**config.mk**
```make
export PLATFORM = sky130hd
export DESIGN_NAME = bcd2_seg7_scan
export DESIGN_NICKNAME = d
export VERILOG_FILES = /design/src/rtl/bcd2_seg7_scan_pkg.sv /design/src/rtl/bcd2_seg7_scan_bcd_to_seg7.sv /design/src/rtl/bcd2_seg7_scan.sv
export SDC_FILE = /design/constraint.sdc
export NUM_CORES = 1
export LEC_CHECK = 0
export CAP_MARGIN = 25
export CORE_MARGIN = 4
export CORE_UTILIZATION = 59
export CTS_CLUSTER_DIAMETER = 30
export DETAILED_ROUTE_END_ITERATION = 6
export PLACE_DENSITY = 0.81
export RECOVER_POWER = 100
export SLEW_MARGIN = 20
export SYNTH_ARGS = -nofsm -noshare
export SYNTH_HDL_FRONTEND = slang
export SYNTH_SLANG_ARGS = --single-unit
```
**constraint.sdc**
```tcl
create_clock -name clock -period 2.8 [get_ports clock]
set_input_delay 0.56 -clock clock [delete_from_list [all_inputs] [get_ports clock]]
set_output_delay 0.56 -clock clock [all_outputs]
set_load 0.005 [all_outputs]
```
**src/rtl/bcd2_seg7_scan_pkg.sv**
```systemverilog
// Shared display definitions: active-high segment patterns {g,f,e,d,c,b,a},
// the digit-select encoding and active-high anode enables {tens, ones}.
package bcd2_seg7_scan_pkg;

    localparam logic [6:0] SEG_0    = 7'h3F;
    localparam logic [6:0] SEG_1    = 7'h06;
    localparam logic [6:0] SEG_2    = 7'h5B;
    localparam logic [6:0] SEG_3    = 7'h4F;
    localparam logic [6:0] SEG_4    = 7'h66;
    localparam logic [6:0] SEG_5    = 7'h6D;
    localparam logic [6:0] SEG_6    = 7'h7D;
    localparam logic [6:0] SEG_7    = 7'h07;
    localparam logic [6:0] SEG_8    = 7'h7F;
    localparam logic [6:0] SEG_9    = 7'h6F;
    localparam logic [6:0] SEG_DASH = 7'h40;
    localparam logic [6:0] SEG_OFF  = 7'h00;

    typedef enum logic {
        SEL_ONES = 1'b0,
        SEL_TENS = 1'b1
    } sel_e;

    localparam logic [1:0] AN_NONE = 2'b00;
    localparam logic [1:0] AN_ONES = 2'b01;
    localparam logic [1:0] AN_TENS = 2'b10;

endpackage

```
**src/rtl/bcd2_seg7_scan_bcd_to_seg7.sv**
```systemverilog
// Combinational BCD to active-high 7-segment decoder; codes A..F show a dash.
module bcd_to_seg7
    import bcd2_seg7_scan_pkg::*;
(
    input  logic [3:0] bcd_i,
    output logic [6:0] seg_o
);

    always_comb begin
        seg_o = SEG_DASH;
        case (bcd_i)
            4'd0:    seg_o = SEG_0;
            4'd1:    seg_o = SEG_1;
            4'd2:    seg_o = SEG_2;
            4'd3:    seg_o = SEG_3;
            4'd4:    seg_o = SEG_4;
            4'd5:    seg_o = SEG_5;
            4'd6:    seg_o = SEG_6;
            4'd7:    seg_o = SEG_7;
            4'd8:    seg_o = SEG_8;
            4'd9:    seg_o = SEG_9;
            default: seg_o = SEG_DASH;
        endcase
    end

endmodule

```
**src/rtl/bcd2_seg7_scan.sv**
```systemverilog
// Two-digit multiplexed 7-segment scanner with per-frame digit shadowing.
// Optional macro LEADING_ZERO_BLANK_EN blanks the tens digit when it is 0.
module bcd2_seg7_scan
    import bcd2_seg7_scan_pkg::*;
#(
    parameter int unsigned SCAN_DIV   = 50000,
    parameter bit          ACTIVE_LOW = 1'b1
) (
    input  logic       clock,
    input  logic       reset,
    input  logic [3:0] dig1,
    input  logic [3:0] dig0,
    output logic [6:0] seg,
    output logic [1:0] an
);

    localparam int unsigned    CW       = (SCAN_DIV > 2) ? $clog2(SCAN_DIV) : 1;
    localparam logic [CW-1:0]  CNT_LAST = CW'(SCAN_DIV - 1);
    localparam logic [6:0]     SEG_IDLE = ACTIVE_LOW ? ~SEG_OFF : SEG_OFF;
    localparam logic [1:0]     AN_IDLE  = ACTIVE_LOW ? ~AN_NONE : AN_NONE;

    logic [CW-1:0] cnt_q, cnt_d;
    sel_e          sel_q, sel_d;
    logic [3:0]    sh1_q, sh1_d;
    logic [3:0]    sh0_q, sh0_d;
    logic          load_pend_q, load_pend_d;
    logic [6:0]    seg_q, seg_d;
    logic [1:0]    an_q, an_d;

    logic [3:0]    shown_digit;
    logic [6:0]    shown_pat;
    logic [6:0]    pat;
    logic [1:0]    an_hi;
    logic          term;

    assign shown_digit = (sel_q == SEL_TENS) ? sh1_q : sh0_q;

    bcd_to_seg7 u_dec (
        .bcd_i (shown_digit),
        .seg_o (shown_pat)
    );

    always_comb begin
        cnt_d       = cnt_q;
        sel_d       = sel_q;
        sh1_d       = sh1_q;
        sh0_d       = sh0_q;
        load_pend_d = load_pend_q;
        term        = (cnt_q == CNT_LAST);

        // Prescaler holds during the post-reset load cycle so the first ones slot is full length
        if (load_pend_q) begin
            load_pend_d = 1'b0;
            sh1_d       = dig1;
            sh0_d       = dig0;
        end else begin
            cnt_d = term ? '0 : cnt_q + CW'(1);
            if (term) begin
                sel_d = (sel_q == SEL_ONES) ? SEL_TENS : SEL_ONES;
                if (sel_q == SEL_TENS) begin
                    sh1_d = dig1;
                    sh0_d = dig0;
                end
            end
        end
    end

    always_comb begin
        pat   = shown_pat;
        an_hi = (sel_q == SEL_TENS) ? AN_TENS : AN_ONES;
        if (load_pend_q) begin
            pat   = SEG_OFF;
            an_hi = AN_NONE;
        end
`ifdef LEADING_ZERO_BLANK_EN
        else if (sel_q == SEL_TENS && sh1_q == 4'd0) begin
            pat   = SEG_OFF;
            an_hi = AN_NONE;
        end
`endif
        seg_d = ACTIVE_LOW ? ~pat : pat;
        an_d  = ACTIVE_LOW ? ~an_hi : an_hi;
    end

    always_ff @(posedge clock) begin
        if (reset) begin
            cnt_q       <= '0;
            sel_q       <= SEL_ONES;
            sh1_q       <= '0;
            sh0_q       <= '0;
            load_pend_q <= 1'b1;
            seg_q       <= SEG_IDLE;
            an_q        <= AN_IDLE;
        end else begin
            cnt_q       <= cnt_d;
            sel_q       <= sel_d;
            sh1_q       <= sh1_d;
            sh0_q       <= sh0_d;
            load_pend_q <= load_pend_d;
            seg_q       <= seg_d;
            an_q        <= an_d;
        end
    end

    assign seg = seg_q;
    assign an  = an_q;

endmodule

```
==> results.md, run 1 <==
Finish:
- Leaving out fill and tap cells, the most frequent cell in the layout is sky130_fd_sc_hd__dfxtp_1.
- The area growth from synthesis to layout is 15.6%.
- The multi-input logic area is 887 um^2.
- The number of antenna diodes in the final layout is 0.
- The top cell types in the final layout, fill and taps aside, are 35 x sky130_fd_sc_hd__dfxtp_1, 22 x sky130_fd_sc_hd__nor2_1, 16 x sky130_fd_sc_hd__nand2b_1.
- The layout has 198 filler cells.
- The share of post-route cells with drive strength above 1 is 0.0876.
- The post-route cell area is 0.00192 mm^2.
- The count of nets after finishing is 209.
- The register area is 701 um^2.

Floorplanning:
- From left edge to right edge, the die measures 61.1 um.
- The core region is 0.00259 mm^2.
- In this run the vertical extent of the chip is 61.1 um.
- The starting density of the core is 0.643.
- For this design the top-level I/O count stands at 19.
- The die footprint is 0.00373 mm^2.
- After floorplanning, the core was divided into 18 placement rows.

Synth:
- Ranked by total cell area, the synthesized netlist is headed by sky130_fd_sc_hd__dfxtp_1 42%, sky130_fd_sc_hd__mux2i_1 7.2%, sky130_fd_sc_hd__xnor2_1 6.3%.
- Of the total synthesized cell area, the portion taken by XOR and XNOR cells is 0.0789.
- The share of synthesized cell area in and, or, nand and nor gates is 0.262.
- After synthesis, the mean cell area works out to 9.62 um^2.
- The biggest area contributor in the post-synthesis netlist is sky130_fd_sc_hd__dfxtp_1.
- The dominant register cell in the synthesized netlist is sky130_fd_sc_hd__dfxtp_1.
- By area, the combinational part of the netlist is dominated by simple AND/OR/NAND/NOR gates.
- The post-synthesis register bit count is 35.
- The share of synthesized area in the top cell type comes to 0.421.
- The distinct cell type count of the synthesized netlist is 37.
- For this run, asynchronously set or reset flops after synthesis account for 0.
- The proportion of synthesized area in mux cells is 0.0925.
- The number of instances in the synthesized netlist is 173.
- Yosys printed 0 warnings.
- The share of the Yosys chip area taken by registers is 0.421.
- The count of flip-flops with a built-in enable after synthesis is 0.
- The post-synthesis net count is 189.
- The adder-cell area share of the yosys netlist is 0.0451.
- The synthesized-area fraction occupied by ao, oa, aoi and oai cells is 0.0579.
- The netlist area before placement is 0.00166 mm^2.

Clock tree:
- The number of H-tree branching levels is 2.
- The clock input transition at the sequential cells of the worst setup and hold paths is 0.10 ns.
- The clock reaches the later pin of the worst-skew pair after 0.34 ns.
- The count of hold buffers inserted by post-cts repair is 0.
- In this run, post-CTS repair resized a total of 0 instances.
- The clock root buffer master is sky130_fd_sc_hd__clkbuf_4.
- TritonCTS built the clock tree.
- In this run, CTS created clock tree buffers numbering 5.
- After clock tree synthesis, the setup repair step added 0 buffers.
- The clock drives 35 sinks.
- Counting along the longest clock path gives a buffer depth of 2.

STA:
- The total count of hold-check failures in the final report is 0.
- For the final routed database, the setup TNS stands at 0 ns.
- Setup repair after global routing left no endpoint under its margin.
- The final setup violation count is 0.
- The post-route clock period utilization is 0.717.
- The number of max-slew violations in the final report is 0.
- The minimum hold slack is 0.485 ns.
- The final critical path time including I/O delays and setup is 2.01 ns.
- The worst clock skew on the final layout is 0.0122 ns.
- The slew at the pin with the worst max-slew slack is 0.615 ns.
- Headroom to the max-slew limit came out at 0.590.
- The highest attainable clock frequency is 498 MHz.

Critical path:
- In this run the critical register-to-register path is launched from sel_q.
- The required time at the endpoint of the critical path is 3.00 ns.
- The largest driver fanout on the critical path is 21.
- The critical path is of the in -> reg type.
- The destination of the worst register-to-register timing path is seg[4].
- Data arrives at the worst endpoint at 2.21 ns.
- STA classifies the critical path endpoint as a flop.
- The setup check on the worst reg-to-reg path leaves a slack of 0.94 ns.
- The critical path startpoint category is an input port.
- The cell depth of the worst flop-to-flop path is 6.

Global route:
- The global-route wire length before repair is 5010 um.
- The total overflow left after global routing is 0.
- Entering global routing, the biggest net connects 22 pins.
- The initial antenna violation count came to 0.
- The via count of the first global-routing pass came to 1130.
- The total routing resource utilization after global routing is 0.186.

Drt:
- The DRC marker count from the first detailed-route iteration is 83.
- Wires add up to 2840 um.
- The first-pass iteration count of the detailed router is 4.
- The mean routed wirelength per cell is 12.7 um.
- For this run, design rule violations remaining after detail routing come to 0.
- The total via count in the routed design is 1213.
- The via-per-instance ratio is 5.42.
- The number of antenna-violating nets in the routed design is 0.

Pwr:
- In this run the static leakage power is 0.745 nW.
- Dividing total power by cell area gives a power density of 508 mW/mm^2.
- The maximum VDD drop is 0.000455 V.

Outcome:
- The run finished with clean final reports.

Hold path:
- The worst hold path begins at sh1_q[0].
- The worst hold path was traced through 2 stages.
- The end of the worst hold path is sh1_q[0].
- The class of the most critical hold timing path is reg -> reg.

Place:
- The post-placement cell area is 0.00185 mm^2.
- The number of buffers added on ports is 18.
- The final RePlAce weighted congestion is 0.793.
- The half-perimeter wire length after placement is 2090 um.

Job:
- Across the run, the number of max-cap violations was 0.
==> critical path, cell delays in order <==
cell                            delay [ns]
sky130_fd_sc_hd__dlygate4sd3_1        0.53
sky130_fd_sc_hd__clkbuf_1             0.29
sky130_fd_sc_hd__nor2_1               0.29
sky130_fd_sc_hd__a21boi_0             0.38
sky130_fd_sc_hd__o21ai_0              0.15
==> state kept, by name (all words and copies together) (netlist names) <==
| name | count |
|---|---|
| seg | 7 |
| load_pend_q | 1 |
| sh0_q | 4 |
| sh1_q | 4 |
| an | 2 |
| sel_q | 1 |
| cnt_q | 16 |
==> how the worst max path moves through the flow <==
stage               startpoint  slack (ns)  endpoint
detailed placement       reset        0.75    seg[3]
floorplan                sel_q        1.18    seg[4]
global placement         reset        0.80    seg[0]
finish                   reset        0.79    seg[3]
CTS                      sel_q        0.93    seg[4]
global route             reset        0.59    seg[5]
==> layer usage <==
| metal | wire length, um | vias up | global-route usage |
|---|---|---|---|
| li1 | - | 622 | - |
| met1 | 1260 | 555 | 0.229 |
| met2 | 1390 | 30 | 0.299 |
| met3 | 153 | 6 | 0.0629 |
| met4 | 41 | 0 | 0.0743 |
| met5 | 0 | - | 0 |
==> through the flow <==
| stage | utilization | power [mW] | worst slack [ns] | std cells |
|---|---|---|---|---|
| 3_3_place_gp | 0.715 | 0.629 | 0.803 | 216 |
| 5_1_grt | 0.743 | 1.04 | 0.594 | 224 |
| 6_report | 0.743 | 0.977 | 0.793 | 224 |
| 3_5_place_dp | 0.715 | 0.634 | 0.747 | 216 |
| 4_1_cts | 0.747 | 0.995 | 0.930 | 224 |
| 2_1_floorplan | - | 0.595 | 1.18 | 173 |
==> logic make-up (layout without fill, tap and decap cells) <==
family | after synthesis | after routing
adders and majority gates | 6 | 6
buffers and inverters | 15 | 36
AOI/OAI and AO/OA | 16 | 16
and+or+nand+nor | 72 | 72
muxes | 14 | 14
xor gates and xnor gates | 15 | 15
DFF | 35 | 35
==> report_power, final <==
part | switching [mW] | internal [mW] | leakage (nW)
clock network | 0.171 | 0.188 | 0.0452
registers | 0.0120 | 0.517 | 0.286
logic | 0.0408 | 0.0489 | 0.414
==> synth_stat cells (all sizes together), types with 2 or more instances <==
master   n
nand2    7
nand4b   2
nor4     6
ha       6
inv      9
nand2b  16
xnor2   12
nand4    4
mux2i   13
dfxtp   35
buf      4
xor2     3
and3     2
nand3    4
clkbuf   2
a21boi   2
a21oi    3
nor2    22
o21ai    9
==> layout make-up <==
type                       instances  share of cell area
multi-input combinational        123               0.461
tap                               30              0.0195
inverter                           9              0.0176
sequential                        35               0.364
clock buffer                       5              0.0195
timing repair buffer              19              0.0956
clock inverter                     3              0.0228
No activity file was read; power rests on OpenSTA's default activity.
==> run 2: changes to the inputs <==
- CORE_UTILIZATION: 59 -> 49
- PLACE_DENSITY: 0.81 -> 0.72
- clock period: 2.8 -> 1.7 ns (I/O delays scaled with it)
==> results.md, run 2 (synthesized netlist as in run 1, its figures left out) <==
Place:
- The final RePlAce weighted congestion is 0.840 (+5.9%).
- The pre-CTS setup slack is -0.0102 ns (-0.757 ns).
- The number of buffers added on ports was 18 (unchanged).
- The number of placed cells counting well taps came to 244 (+13%).
- The half-perimeter wire length after placement was 2310 um (+10%).

Pwr:
- The switching power summed over all nets is 0.349 mW (+56%).
- The power density over the cells was 717 mW/mm^2 (+41%).
- The maximum VDD drop is 0.000476 V (+4.6%).
- The relative contribution of combinational cells to total power is 0.117 (+0.025).
- The portion of total power attributed to sequential cells is 0.596 (+0.055).
- The switching power as a share of total power is 0.239 (+0.0100).
- The total design power is 1.46 mW (+49%).
- The internal power consumption came to 1.11 mW (+47%).
- The part of the power in the clock network is 0.287 (-0.081).
- The static power due to leakage is 0.811 nW (+8.7%).

Clock tree:
- TritonCTS built the clock tree.
- The count of buffers added by post-CTS timing repair for setup is 0 (unchanged).
- The clock root buffer master is sky130_fd_sc_hd__clkbuf_4.
- The total clock buffers created by CTS came to 5 (unchanged).
- The count of hold buffers inserted by post-cts repair is 0 (unchanged).
- The number of H-tree branching levels is 2 (unchanged).
- The clock input transition at the sequential cells of the worst setup and hold paths was 0.11 ns (about the same).
- The insertion delay of the later-clocked pin in the worst-skew pair was 0.32 ns (-0.02 ns).
- The buffer depth of the longest clock path is 2 (unchanged).
- The number of sinks driven by the clock tree is 35 (unchanged).

STA:
- The final setup violation count is 0 (unchanged).
- The slew at the pin with the worst max-slew slack came to 0.447 ns (-0.168 ns).
- The total count of hold-check failures in the final report is 0 (unchanged).
- The relative slew slack came to 0.702 (+0.112).
- The minimum hold slack was 0.482 ns (-0.00315 ns).
- The number of max-slew violations in the final report is 0 (unchanged).
- In the finished design, the share of the clock period the worst path needs comes to 0.913.
- The routed design could run at a clock period as short as 1.55 ns.
- The highest attainable clock frequency is 644 MHz.
- The worst clock skew on the final layout is 0.00987 ns (-0.00237 ns).
- The smallest setup slack after layout was 0.148 ns (-0.646 ns).
- Setup repair after global routing left no endpoint under its margin.

Critical path:
- The critical path startpoint category is a flop.
- The kind of cell with the highest combined delay on the critical path is buffers and inverters.
- The number of buffer and inverter instances along the worst setup path is 1 (-1).
- The delay of the slowest cell on the worst path came to 0.57 ns (+0.04 ns).
- The element type at the critical path end is an output port.
- The signal on the critical path passes through dlygate4sd3_1.
- The cell depth of the worst flop-to-flop path came to 5 (-1).
- The largest driver fanout on the critical path is 1 (-95%).
- The data arrival time of the critical path came to 1.21 ns (-1.00 ns).
- For this design, the slowest cell found on the critical path is sky130_fd_sc_hd__dlygate4sd3_1.
- The required time at the endpoint of the critical path is 1.36 ns (-1.64 ns).
- The critical path is of the reg -> out type.
- The cell count along the critical path is 1 (-4).

Finish:
- The count of nets after finishing is 223 (+6.7%).
- The antenna diode instance count is 0 (unchanged).
- The flip-flop count of the largest register, all copies and words added is 16 (unchanged).
- The library cell used most frequently in the layout, excluding fill and tap cells, is sky130_fd_sc_hd__dfxtp_1.
- The growth of design area from synthesis to finish is 22.1%.
- The final cell count without fillers is 252 (+13%).
- The share of post-route cells with drive strength above 1 was 0.154 (+0.0662).
- Counting flops per register, the top entry is cnt_q.
- Leaving out fill and tap cells, the most frequent cells in the layout are 34 x sky130_fd_sc_hd__dfxtp_1, 22 x sky130_fd_sc_hd__nor2_1, 16 x sky130_fd_sc_hd__nand2b_1.

Floorplanning:
- The total number of placement rows is 20 (+2).
- The height of the die was 66.3 um (+8.5%).
- The horizontal die dimension is 66.3 um (+8.5%).
- The die footprint is 0.00439 mm^2 (+18%).
- The number of ports placed on the die boundary is 19 (unchanged).
- The starting density of the core was 0.528 (-0.115).
- The area of the core was 0.00315 mm^2 (+22%).

Drt:
- The count of unresolved DRC violations after routing came to 0 (unchanged).
- The via-per-instance ratio came to 4.98 (-8.1%).
- The DRC marker count from the first detailed-route iteration is 47 (-43%).
- The final routed wirelength across all metal layers was 2910 um (+2.2%).
- The mean routed wirelength per cell is 11.5 um (-9.1%).
- The total via count in the routed design came to 1254 (+3.4%).
- The number of antenna-violating nets in the routed design was 0 (unchanged).
- The first-pass iteration count of the detailed router is 4 (unchanged).

Hold path:
- The min-delay analysis places its worst path in the category reg -> reg.
- The worst hold path stage count is 1 (-1).

Outcome:
- The flow ran to the end, and the final reports show no timing, DRC or antenna violations.

Global route:
- The total routing resource utilization after global routing was 0.162 (-0.0239).
- The total overflow reported by the global router was 0 (unchanged).
- The maximum number of pins on one net before global-route repair is 18 (-18%).
- The global-route wire length before repair is 5480 um (+9.4%).
- The via count of the first global-routing pass came to 1298 (+15%).
- The initial antenna violation count is 0 (unchanged).

Job:
- The max capacitance violation total is 0 (unchanged).
run 2: final cells by class:
class	instances	area, um^2
fill	285	1120
timing repair buffer	33	290
sequential	35	702
tap	44	55.1
inverter	9	33.8
clock buffer	6	41.3
multi-input combinational	123	897
clock inverter	2	12.5
run 2: metrics by stage:
stage          TNS (ns)   util  area [um^2]
2_1_floorplan         0      -         1660
3_3_place_gp          0  0.631         1990
3_5_place_dp    -0.0102  0.631         1990
4_1_cts               0  0.648         2040
5_1_grt               0  0.644         2030
6_report              0  0.644         2030
run 2: power groups by stage:
stage | sequential, mW | combinational (mW) | clock (mW)
6_report | 0.868 | 0.171 | 0.418
5_1_grt | 0.873 | 0.194 | 0.478
4_1_cts | 0.869 | 0.182 | 0.436
3_5_place_dp | 0.888 | 0.182 | 0
3_3_place_gp | 0.886 | 0.175 | 0
2_1_floorplan | 0.887 | 0.0937 | 0
run 2: layer usage:
| layer | track usage | vias to the layer above | part of all wire |
|---|---|---|---|
| li1 | - | 648 | - |
| met1 | 0.187 | 579 | 0.44 |
| met2 | 0.289 | 23 | 0.51 |
| met3 | 0.0408 | 4 | 0.040 |
| met4 | 0.0533 | 0 | 0.011 |
| met5 | 0 | - | 0 |
run 2: what timing repair did:
action	4_1_cts	5_1_grt
endpoints found under the setup margin	1	5
pin swaps	0	0
cloned	0	0
resized for setup	1	2
run 2: final timing paths:
path,startpoint,to,slack [ns]
worst max-delay path,seg[3],seg[3],0.15
worst min-delay path,sel_q,an[1],0.48
worst max register to register,cnt_q[5],sh1_q[2],0.16
worst min register to register,sel_q,an[1],0.48
==> run 3: changes to the inputs <==
- CORE_UTILIZATION: 49 -> 55
- GPL_TIMING_DRIVEN: not set -> 0
- PLACE_DENSITY: 0.72 -> 0.76
- clock period: 1.7 -> 1.6 ns (I/O delays scaled with it)
==> results.md, run 3 (synthesized netlist as in run 1, its figures left out) <==
Critical path:
- The largest driver fanout on the critical path is 8 (+7).
- The cell family contributing the most delay on the critical path is simple AND/OR/NAND/NOR gates.
- The number of buffer and inverter instances along the worst setup path is 2 (+1).
- STA classifies the critical path startpoint as a flop.
- The required time at the endpoint of the critical path came to 1.82 ns (+0.46 ns).
- The delay of the slowest cell on the worst path was 0.34 ns (-0.23 ns).
- Traced cell by cell, the critical path runs through buf_6, mux2i_4, ha_1, inv_1, or2_2, nor2_1, o21ai_0.
- The element type at the critical path end is a flop.
- The worst setup path is of the reg -> reg kind.
- The worst-path cell with the longest stage delay is sky130_fd_sc_hd__dfxtp_1.
- The data arrival time of the critical path was 1.78 ns (+0.57 ns).

Place:
- The half-perimeter wire length after placement came to 2180 um (-5.3%).
- The number of placed cells counting well taps is 222 (-9.0%).
- The final RePlAce weighted congestion was 0.791 (-5.9%).
- The number of buffers added on ports is 18 (unchanged).

STA:
- The total count of hold-check failures in the final report is 0 (unchanged).
- For this run, the top clock speed supported by timing is 641 MHz.
- The final setup violation count is 0 (unchanged).
- Of the available clock period, the critical path in the final layout requires 0.974.
- The worst clock skew on the final layout was 0.00723 ns (-0.00264 ns).
- The relative slew slack was 0.756 (+0.0535).
- The number of max-slew violations in the final report is 0 (unchanged).
- The worst path needs 1.56 ns of the cycle, external delays included.
- The slew at the pin with the worst max-slew slack was 0.366 ns (-0.0802 ns).
- The accumulated negative setup slack is 0 ns (unchanged).

Global route:
- The maximum number of pins on one net before global-route repair came to 11 (-7).
- The global-route wire length before repair is 5350 um (-2.4%).
- The initial antenna violation count is 0 (unchanged).
- The total routing resource utilization after global routing is 0.173 (+0.0108).
- The via count of the first global-routing pass was 1224 (-5.7%).
- The total overflow reported by the global router came to 0 (unchanged).

Drt:
- The count of unresolved DRC violations after routing is 0 (unchanged).
- The total via count in the routed design is 1282 (+2.2%).
- The first-pass iteration count of the detailed router came to 4 (unchanged).
- The mean routed wirelength per cell was 14.0 um (+21%).
- The via-per-instance ratio is 5.41 (+8.7%).
- The final routed wirelength across all metal layers is 3310 um (+14%).
- The number of antenna-violating nets in the routed design is 0 (unchanged).
- The DRC marker count from the first detailed-route iteration is 70 (+49%).

Clock tree:
- The buffer depth of the longest clock path is 2 (unchanged).
- The clock input transition at the sequential cells of the worst setup and hold paths is 0.10 ns (about the same).
- The TritonCTS clock tree is done.
- The clock root buffer master is sky130_fd_sc_hd__clkbuf_4.
- The insertion delay of the later-clocked pin in the worst-skew pair came to 0.34 ns (+0.02 ns).
- The total clock buffers created by CTS is 5 (unchanged).
- The number of sinks driven by the clock tree is 35 (unchanged).
- The number of H-tree branching levels came to 2 (unchanged).
- The count of hold buffers inserted by post-cts repair came to 0 (unchanged).

Hold path:
- The tightest min-delay check is of the in -> reg type.

Finish:
- The most common cell after layout, fill and taps aside is sky130_fd_sc_hd__dfxtp_1.
- The final cell count without fillers was 237 (-6.0%).
- The flip-flop count of the largest register, all copies and words added came to 16 (unchanged).
- The register bank with the most flops is cnt_q.
- From synthesis to final layout, the design area changed by 26.4%.
- The layout filler cell count is 198 (-31%).
- The share of the core filled with cells in the final layout is 0.743 (+0.0990).
- The share of post-route cells with drive strength above 1 is 0.204 (+0.0500).
- The antenna diode instance count is 0 (unchanged).
- In the layout the commonest cells are 28 x sky130_fd_sc_hd__dfxtp_1, 21 x sky130_fd_sc_hd__nor2_1, 18 x sky130_fd_sc_hd__clkdlybuf4s50_1.
- The count of nets after finishing was 221 (-0.90%).

Pwr:
- The power density over the cells is 795 mW/mm^2 (+11%).
- The internal power consumption is 1.28 mW (+15%).
- The switching power as a share of total power is 0.237 (-0.00270).
- The relative contribution of combinational cells to total power came to 0.121 (+0.004).
- The static power due to leakage is 0.841 nW (+3.8%).
- The portion of total power attributed to sequential cells came to 0.553 (-0.043).
- The total design power was 1.67 mW (+15%).
- The switching power summed over all nets is 0.396 mW (+14%).
- The part of the power in the clock network came to 0.326 (+0.039).
- The maximum VDD drop was 0.000609 V (+28%).

Floorplanning:
- The height of the die came to 63.0 um (-4.9%).
- The number of ports placed on the die boundary is 19 (unchanged).
- The area of the core was 0.00283 mm^2 (-10%).
- The total number of placement rows is 19 (-5.0%).
- The horizontal die dimension is 63.0 um (-4.9%).
- The die footprint is 0.00397 mm^2 (-9.6%).
- The starting density of the core is 0.588 (+0.0605).

Outcome:
- The run finished with clean final reports.

Job:
- The max capacitance violation total is 0 (unchanged).
## run 3: changes by cell type in the layout (fill, tap and decap cells not counted), moves of 3 or more
cell                              before  now
sky130_fd_sc_hd__clkdlybuf4s50_1       8   18
sky130_fd_sc_hd__dlygate4sd3_1        10    0
sky130_fd_sc_hd__dfxtp_1              34   28
sky130_fd_sc_hd__clkbuf_2              3    0
sky130_fd_sc_hd__dfxtp_2               1    4
sky130_fd_sc_hd__dfxtp_4               0    3
## run 3: final cells by class
class,instances,area (um^2),share of cell area
multi-input cells,123,973,0.463
flip-flops and latches,35,717,0.341
repair buffers,26,240,0.114
clock buffers,8,68.8,0.0327
well taps,31,38.8,0.0184
inverters,9,33.8,0.0161
plain buffers,5,31.3,0.0149
## run 3: repair_timing
item | CTS | global route
pin swaps | 1 | 3
resized for setup | 9 | 18
setup endpoints to repair | 18 | 26
setup buffers | 2 | 6
## run 3: worst paths after layout
path                               start          end  slack (ns)  cells past startpoint
worst min-delay path               reset  load_pend_q        0.46                      1
worst max-delay path               sel_q       seg[4]        0.04                      7
worst min register to register  sh0_q[3]     sh0_q[3]        0.49                      2
worst max register to register     sel_q       seg[4]        0.04                      7
## run 3: power by group through the flow
| stage | combinational [mW] | clock, mW | sequential (mW) |
|---|---|---|---|
| 4_1_cts | 0.183 | 0.549 | 0.928 |
| 3_5_place_dp | 0.172 | 0 | 0.945 |
| 6_report | 0.202 | 0.545 | 0.926 |
| 5_1_grt | 0.223 | 0.587 | 0.930 |
| 2_1_floorplan | 0.100 | 0 | 0.943 |
| 3_3_place_gp | 0.166 | 0 | 0.942 |
## run 3: metal layers
metal | track usage | part of all wire | up-vias
met3 | 0.0540 | 0.054 | 9
li1 | - | - | 647
met2 | 0.285 | 0.48 | 37
met5 | 0 | 0 | -
met1 | 0.202 | 0.44 | 589
met4 | 0.0826 | 0.025 | 0
## run 3: per-stage QoR
stage | setup slack, ns | hold WS (ns) | cell area (um^2)
2_1_floorplan | 0.0298 | 0.348 | 1670
5_1_grt | -0.0152 | 0.453 | 2100
3_5_place_dp | -0.395 | 0.482 | 1890
3_3_place_gp | -0.322 | 0.461 | 1890
6_report | 0.0410 | 0.462 | 2100
4_1_cts | 0.00949 | 0.457 | 2010
